[src/rtl/ra_builder.sv]
// Region Array builder: after TA list building, writes one control word plus one
// OPB pointer per list type for every tile, in row-major order, to VRAM.
module ra_builder (
    input  logic        clock,
    input  logic        reset,
    input  logic        start,
    input  logic [31:0] REGION_BASE,
    input  logic [31:0] OL_BASE,
    input  logic [31:0] TA_ALLOC_CTRL,
    input  logic [31:0] FPU_PARAM_CFG,
    input  logic [31:0] TILE_CLIP,
    input  logic        no_zclear,
    input  logic        no_flush,
    input  logic        vram_wait,
    output logic        ra_vram_wr,
    output logic [23:0] ra_vram_addr,
    output logic [31:0] ra_vram_dout,
    output logic        busy,
    output logic        done
);

    typedef enum logic [1:0] {
        S_IDLE  = 2'd0,
        S_CALC  = 2'd1,
        S_WRITE = 2'd2,
        S_DONE  = 2'd3
    } state_t;

    function automatic logic [31:0] ctrl_word(input logic [5:0] x, input logic [3:0] y,
                                              input logic last, input logic nz, input logic nf);
        ctrl_word = {last, nz, 1'b0, nf, 14'd0, 2'b00, y, x, 2'b00};
    endfunction

    function automatic logic [23:0] list_size(input logic [1:0] opb, input logic [10:0] tiles);
        if (opb == 2'd0) begin
            list_size = 24'd0;
        end else begin
            list_size = {13'd0, tiles} << (3'd4 + {1'b0, opb});
        end
    endfunction

    function automatic logic [31:0] list_ptr(input logic [1:0] opb, input logic [23:0] base,
                                             input logic [9:0] tidx);
        logic [23:0] offs;
        offs = {14'd0, tidx} << (3'd4 + {1'b0, opb});
        if (opb == 2'd0) begin
            list_ptr = 32'h8000_0000;
        end else begin
            list_ptr = {8'h00, base + offs};
        end
    endfunction

    state_t           state_r, state_s;
    logic [23:0]      region_base_r, ol_base_r;
    logic [4:0][1:0]  opb_r;
    logic             v2_r;
    logic [5:0]       x_max_r;
    logic [3:0]       y_max_r;
    logic             no_zclear_r, no_flush_r;
    logic [4:0][23:0] base_r, base_s;
    logic [10:0]      tiles_s;
    logic [23:0]      acc_s;
    logic [5:0]       x_r, x_s;
    logic [3:0]       y_r, y_s;
    logic [2:0]       w_r, w_s;
    logic [9:0]       tidx_r, tidx_s;
    logic [31:0]      word_s;
    logic             accept_s, last_word_s, last_tile_s;
    logic             unused_s;

    assign unused_s = ^{REGION_BASE[31:24], OL_BASE[31:24], TA_ALLOC_CTRL[31:18],
                        TA_ALLOC_CTRL[15:14], TA_ALLOC_CTRL[11:10], TA_ALLOC_CTRL[7:6],
                        TA_ALLOC_CTRL[3:2], FPU_PARAM_CFG[31:22], FPU_PARAM_CFG[20:0],
                        TILE_CLIP[31:20], TILE_CLIP[15:6]};

    assign accept_s    = (state_r == S_WRITE) && ra_vram_wr && !vram_wait;
    assign last_word_s = (w_r == (v2_r ? 3'd5 : 3'd4));
    assign last_tile_s = (x_r == x_max_r) && (y_r == y_max_r);

    // State register
    always_ff @(posedge clock) begin
        if (reset) begin
            state_r <= S_IDLE;
        end else begin
            state_r <= state_s;
        end
    end

    // Next-state logic
    always_comb begin
        state_s = state_r;
        case (state_r)
            S_IDLE: begin
                if (start) state_s = S_CALC;
                else       state_s = S_IDLE;
            end
            S_CALC:  state_s = S_WRITE;
            S_WRITE: begin
                if (accept_s && last_word_s && last_tile_s) state_s = S_DONE;
                else                                        state_s = S_WRITE;
            end
            S_DONE:  state_s = S_IDLE;
            default: state_s = S_IDLE;
        endcase
    end

    // Tile count and cumulative list bases; disabled lists add zero bytes
    always_comb begin
        tiles_s = ({5'd0, x_max_r} + 11'd1) * ({7'd0, y_max_r} + 11'd1);
        acc_s   = ol_base_r;
        base_s  = '0;
        for (int l = 0; l < 5; l++) begin
            base_s[l] = acc_s;
            acc_s     = acc_s + list_size(opb_r[l], tiles_s);
        end
    end

    // Next word position and the word presented after an accept
    always_comb begin
        x_s    = x_r;
        y_s    = y_r;
        w_s    = w_r;
        tidx_s = tidx_r;
        if (!last_word_s) begin
            w_s = w_r + 3'd1;
        end else if (x_r == x_max_r) begin
            w_s    = 3'd0;
            x_s    = 6'd0;
            y_s    = y_r + 4'd1;
            tidx_s = tidx_r + 10'd1;
        end else begin
            w_s    = 3'd0;
            x_s    = x_r + 6'd1;
            tidx_s = tidx_r + 10'd1;
        end
        case (w_s)
            3'd0:    word_s = ctrl_word(x_s, y_s, (x_s == x_max_r) && (y_s == y_max_r),
                                        no_zclear_r, no_flush_r);
            3'd1:    word_s = list_ptr(opb_r[0], base_r[0], tidx_s);
            3'd2:    word_s = list_ptr(opb_r[1], base_r[1], tidx_s);
            3'd3:    word_s = list_ptr(opb_r[2], base_r[2], tidx_s);
            3'd4:    word_s = list_ptr(opb_r[3], base_r[3], tidx_s);
            3'd5:    word_s = list_ptr(opb_r[4], base_r[4], tidx_s);
            default: word_s = 32'd0;
        endcase
    end

    // Config latch, position counters and registered VRAM outputs
    always_ff @(posedge clock) begin
        if (reset) begin
            region_base_r <= 24'd0;
            ol_base_r     <= 24'd0;
            opb_r         <= '0;
            v2_r          <= 1'b0;
            x_max_r       <= 6'd0;
            y_max_r       <= 4'd0;
            no_zclear_r   <= 1'b0;
            no_flush_r    <= 1'b0;
            base_r        <= '0;
            x_r           <= 6'd0;
            y_r           <= 4'd0;
            w_r           <= 3'd0;
            tidx_r        <= 10'd0;
            ra_vram_wr    <= 1'b0;
            ra_vram_addr  <= 24'd0;
            ra_vram_dout  <= 32'd0;
            busy          <= 1'b0;
            done          <= 1'b0;
        end else begin
            case (state_r)
                S_IDLE: begin
                    done <= 1'b0;
                    if (start) begin
                        region_base_r <= REGION_BASE[23:0];
                        ol_base_r     <= OL_BASE[23:0];
                        opb_r         <= {TA_ALLOC_CTRL[17:16], TA_ALLOC_CTRL[13:12],
                                          TA_ALLOC_CTRL[9:8], TA_ALLOC_CTRL[5:4],
                                          TA_ALLOC_CTRL[1:0]};
                        v2_r          <= FPU_PARAM_CFG[21];
                        x_max_r       <= TILE_CLIP[5:0];
                        y_max_r       <= TILE_CLIP[19:16];
                        no_zclear_r   <= no_zclear;
                        no_flush_r    <= no_flush;
                        x_r           <= 6'd0;
                        y_r           <= 4'd0;
                        w_r           <= 3'd0;
                        tidx_r        <= 10'd0;
                        busy          <= 1'b1;
                    end else begin
                        busy <= 1'b0;
                    end
                end
                S_CALC: begin
                    base_r       <= base_s;
                    ra_vram_wr   <= 1'b1;
                    ra_vram_addr <= region_base_r;
                    ra_vram_dout <= ctrl_word(6'd0, 4'd0, (x_max_r == 6'd0) && (y_max_r == 4'd0),
                                              no_zclear_r, no_flush_r);
                end
                S_WRITE: begin
                    if (!accept_s) begin
                        ra_vram_wr <= 1'b1;
                    end else if (last_word_s && last_tile_s) begin
                        ra_vram_wr <= 1'b0;
                        busy       <= 1'b0;
                        done       <= 1'b1;
                    end else begin
                        ra_vram_addr <= ra_vram_addr + 24'd4;
                        ra_vram_dout <= word_s;
                        x_r          <= x_s;
                        y_r          <= y_s;
                        w_r          <= w_s;
                        tidx_r       <= tidx_s;
                    end
                end
                S_DONE: begin
                    done <= 1'b0;
                end
                default: begin
                    ra_vram_wr <= 1'b0;
                    busy       <= 1'b0;
                    done       <= 1'b0;
                end
            endcase
        end
    end

endmodule

[config.mk]
export PLATFORM = sky130hd
export DESIGN_NAME = ra_builder
export DESIGN_NICKNAME = d
export VERILOG_FILES = /design/src/rtl/ra_builder.sv
export SDC_FILE = /design/constraint.sdc
export NUM_CORES = 1
export LEC_CHECK = 0
export CAP_MARGIN = 10
export CELL_PAD_IN_SITES_DETAIL_PLACEMENT = 1
export CELL_PAD_IN_SITES_GLOBAL_PLACEMENT = 1
export CORE_MARGIN = 2
export CORE_UTILIZATION = 30
export CTS_CLUSTER_SIZE = 16
export DETAILED_ROUTE_END_ITERATION = 10
export GPL_TIMING_DRIVEN = 0
export PLACE_DENSITY = 0.65
export SLEW_MARGIN = 10
export SYNTH_ARGS = -nofsm -noshare
export SYNTH_HDL_FRONTEND = slang
export SYNTH_SLANG_ARGS = --single-unit
[constraint.sdc]
create_clock -name clock -period 27.3 [get_ports clock]
set_input_delay 4.095 -clock clock [delete_from_list [all_inputs] [get_ports clock]]
set_output_delay 4.095 -clock clock [all_outputs]
set_load 0.05 [all_outputs]
==> impl_results.md <==
- Setup bufs post-CTS: 0
- Largest area contributor in the netlist: dfxtp_1
- Pwr/cell area: 50.6 nW/um^2
- # setup viols final: 0
- GPL Wtd Cong: 0.955
- Slew Limit Fails: 0
- Pint: 770 uW
- Area Growth Syn to Fin: 17.2%
- Top-Level Pins: 225
- Max_slew headroom: 9.73%
- Cells after DPL: 3663
- Global Route Usage Sum: 26.0%
- CTS tree: done
- Final cycle utilization of the critical path: 41.8%
- Flop pwr share: 33.9%
- Reg clk slew, reported paths: 0.06 ns
- Area of the mapped netlist: 20400 um^2
- Startpoint Class: register
- Grt ovf: 0
- CP bufs+invs: 3
- CTS Sinks: 254
- Die Area: 70100 um^2
- Avg Cell Area, Syn: 7.68 um^2
- Final ANT Viol Nets: 0
- Starting DRT DRC Count: 1630
- Flop2flop setup slack: 15.88 ns
- Lkg Pwr: 9.31 nW
- #FFs+latches synth: 254
- Hold path depth: 2
- Psw: 439 uW
- Clock buffer depth: 3
- Worst EP arrival: 11.82 ns
- Clock power frac: 37.8%
- FILL cells: 8205
- H-tree lvl count: 2
- Synth Area in Adders: 11.6%
- Min Tclk post-route: 11.42 ns
- Post-Synth Simple-Gate Area: 20.9%
- HP Class: register to register
- Post-Route WL: 93300 um
- Least-Margin Pin Slew: 1.34 ns
- Crit end category: register
- Synth Area in XOR/XNOR: 9.41%
- Syn Inst Count: 2655
- DRC Markers: 0
- Via count: 21200
- Synth Area in Compound Gates: 21.6%
- F_max: 87.6 MHz
- Post-synth cell types: 108
- Worst Path Required: 27.71 ns
- Avg Vias per Cell: 5.68
- Worst-case reg-to-reg path depth: 37
- N_diodes: 0
- Fin. Hold Viols: 0
- Largest net degree at the start of global routing: 13
- Post-cts resize count: 0
- Peak supply drop: 0.0310 mV
- FFs w/ async S/R, synth: 0%
- Reg2reg start: y_max_r[0]
- First-pass GRT wire length: 137000 um
- Hold_buf cts: 0
- Top post-synthesis cells by count: nand2_1, nor2_1, dfxtp_1
- FP Rows: 95
- Fin Clk Skew: 0.0146 ns
- Main synth FF type: dfxtp_1
- Layout cell share with drive strength beyond 1: 4.81%
- Critical path's slowest cell: xor2_1
- Initial antenna violation count: 2
- R2r endpoint: base_r[119]
- Syn. warnings: 0
- RSZ-0062 raised after global routing: no
- Logic gate share of total power: 28.3%
- Post-synthesis mux area share: 6.87%
- Layout Utilization: 35.5%
- Setup Total Neg Slack: 0 ns
- Largest family of logic cells by synthesized area: compound AO/OA/AOI/OAI gates
- Worst setup path class: register to register
- Most frequent cell on the critical path: ha_1
- Core Footprint: 67300 um^2
- Pre-CTS WS: 15.95 ns
- Final WS setup: 15.88 ns
- Chip width: 265 um
- Switch share: 36.3%
- Clock root buffer: clkbuf_16
- Non-Filler Instances: 3724
- Status: finished clean
- Seq/Total Area, Yosys: 24.9%
- Cts bufs inserted: 34
- Port-buffer cells: 127
- Initial core utilization: 30.3%
- Cell family with most CP delay: compound AO/OA/AOI/OAI gates
- Top cells by area, synth: dfxtp_1, ha_1, nand2_1, a21oi_1, mux2i_1
- Max-cap viol count: 0
- CP max stage delay: 0.72 ns
- Drt first pass iters: 5
- Synth top area share: 24.9%
- Vias in the first global route: 21100
- Post-DP HPWL: 75200 um
- Count leader, synth: nand2_1
- Worst Hold End: region_base_r[3]
- Critical path peak fanout: 10
- Die H: 265 um
- WL per Instance: 25.0 um
- Post-synth EDFFs: 0
- Clk Latency, worst-skew pair: 0.56 ns
- Hold Path Origin: region_base_r[3]
- Final Net Count: 3168
metal layers:
layer  global-route usage (%)  share of wire [%]  up-vias
met1                     36.7                 46    10700
met2                     41.1                 44      667
met3                     2.34                5.9      162
met4                     10.1                3.9        2
li1                         -                  -     9647
met5                        0              0.015        -
stage by stage:
step	cell area [um^2]	hold slack [ns]	power, mW
floorplan	20400	0.433	0.620
global placement	22800	0.443	0.744
detailed placement	22800	0.447	0.751
CTS	23900	0.454	1.21
global route	23900	0.468	1.25
finish	23900	0.454	1.21
tightest hold or removal path, delay by kind of cell (launching register included):
kind,cells,cell delay (ns)
simple gates,1,0.05
compound gates,1,0.05
flops,1,0.31
registers in the layout (all words and copies together), names as in the netlist:
signal	count
x_r	6
base_r	104
busy	1
ra_vram_addr	24
tidx_r	10
no_flush_r	1
done	1
v2_r	1
opb_r	10
no_zclear_r	1
ra_vram_dout	27
ol_base_r	24
region_base_r	24
state_r	2
y_max_r	4
ra_vram_wr	1
w_r	3
y_r	4
x_max_r	6
layout make-up:
type / count / area (um^2) / area share, %
clock buffers: 54 / 1030 / 4.29
repair buffers: 127 / 1270 / 5.32
inverters: 76 / 285 / 1.19
flip-flops and latches: 254 / 5080 / 21.3
well taps: 873 / 1090 / 4.57
plain buffers: 158 / 663 / 2.77
multi-input cells: 2175 / 14400 / 60.2
clock inverters: 7 / 82.6 / 0.346
cell usage in the layout, fill, tap and decap left out, types with 9 or more instances in the layout:
| master | Yosys | final |
|---|---|---|
| a22oi_1 | 18 | 18 |
| xnor2_1 | 136 | 136 |
| a31oi_1 | 15 | 15 |
| clkbuf_1 | 134 | 144 |
| nor3_1 | 43 | 42 |
| mux2i_1 | 122 | 122 |
| or3_1 | 9 | 9 |
| nand3_1 | 58 | 58 |
| nand4_1 | 14 | 14 |
| clkbuf_16 | 0 | 34 |
| o21a_1 | 28 | 28 |
| o21bai_1 | 24 | 24 |
| a21oi_1 | 249 | 249 |
| a221oi_1 | 13 | 13 |
| nor2_1 | 287 | 287 |
| ha_1 | 153 | 153 |
| o22ai_1 | 19 | 19 |
| clkbuf_8 | 1 | 11 |
| and3_1 | 35 | 35 |
| xor2_1 | 62 | 62 |
| o21ai_0 | 157 | 157 |
| dfxtp_1 | 254 | 254 |
| fa_1 | 23 | 23 |
| nor2b_1 | 20 | 20 |
| inv_1 | 72 | 72 |
| nand2_1 | 392 | 392 |
| a21o_1 | 33 | 33 |
| a211oi_1 | 43 | 43 |
| conb_1 | 1 | 9 |
| clkdlybuf4s50_1 | 0 | 127 |
| nand2b_1 | 38 | 38 |
power by group through the flow:
stage | Combinational (mW) | Sequential, mW | Clock, mW
after floorplan | 0.202 | 0.417 | 0
after global placement | 0.327 | 0.416 | 0
after detailed placement | 0.335 | 0.417 | 0
after CTS | 0.337 | 0.409 | 0.464
after global routing | 0.367 | 0.411 | 0.477
final | 0.342 | 0.409 | 0.457
how the worst max path moves through the flow:
stage	from	end	slack, ns	depth (start not counted)
2_1_floorplan	y_max_r[0]	base_r[119]	18.76	40
3_3_place_gp	y_max_r[0]	base_r[119]	16.13	37
3_5_place_dp	y_max_r[0]	base_r[119]	15.95	37
4_1_cts	y_max_r[0]	base_r[119]	15.92	37
5_1_grt	y_max_r[0]	base_r[119]	15.21	37
6_report	y_max_r[0]	base_r[119]	15.88	37
cells by family after synthesis:
group / after synthesis
muxes: 133
and+or+nand+nor: 954
AOI/OAI and AO/OA: 695
other: 1
DFF: 254
adders and majority gates: 176
buffers and inverters: 234
xor gates and xnor gates: 208
Note: power is estimated with default switching activity, not from simulation.
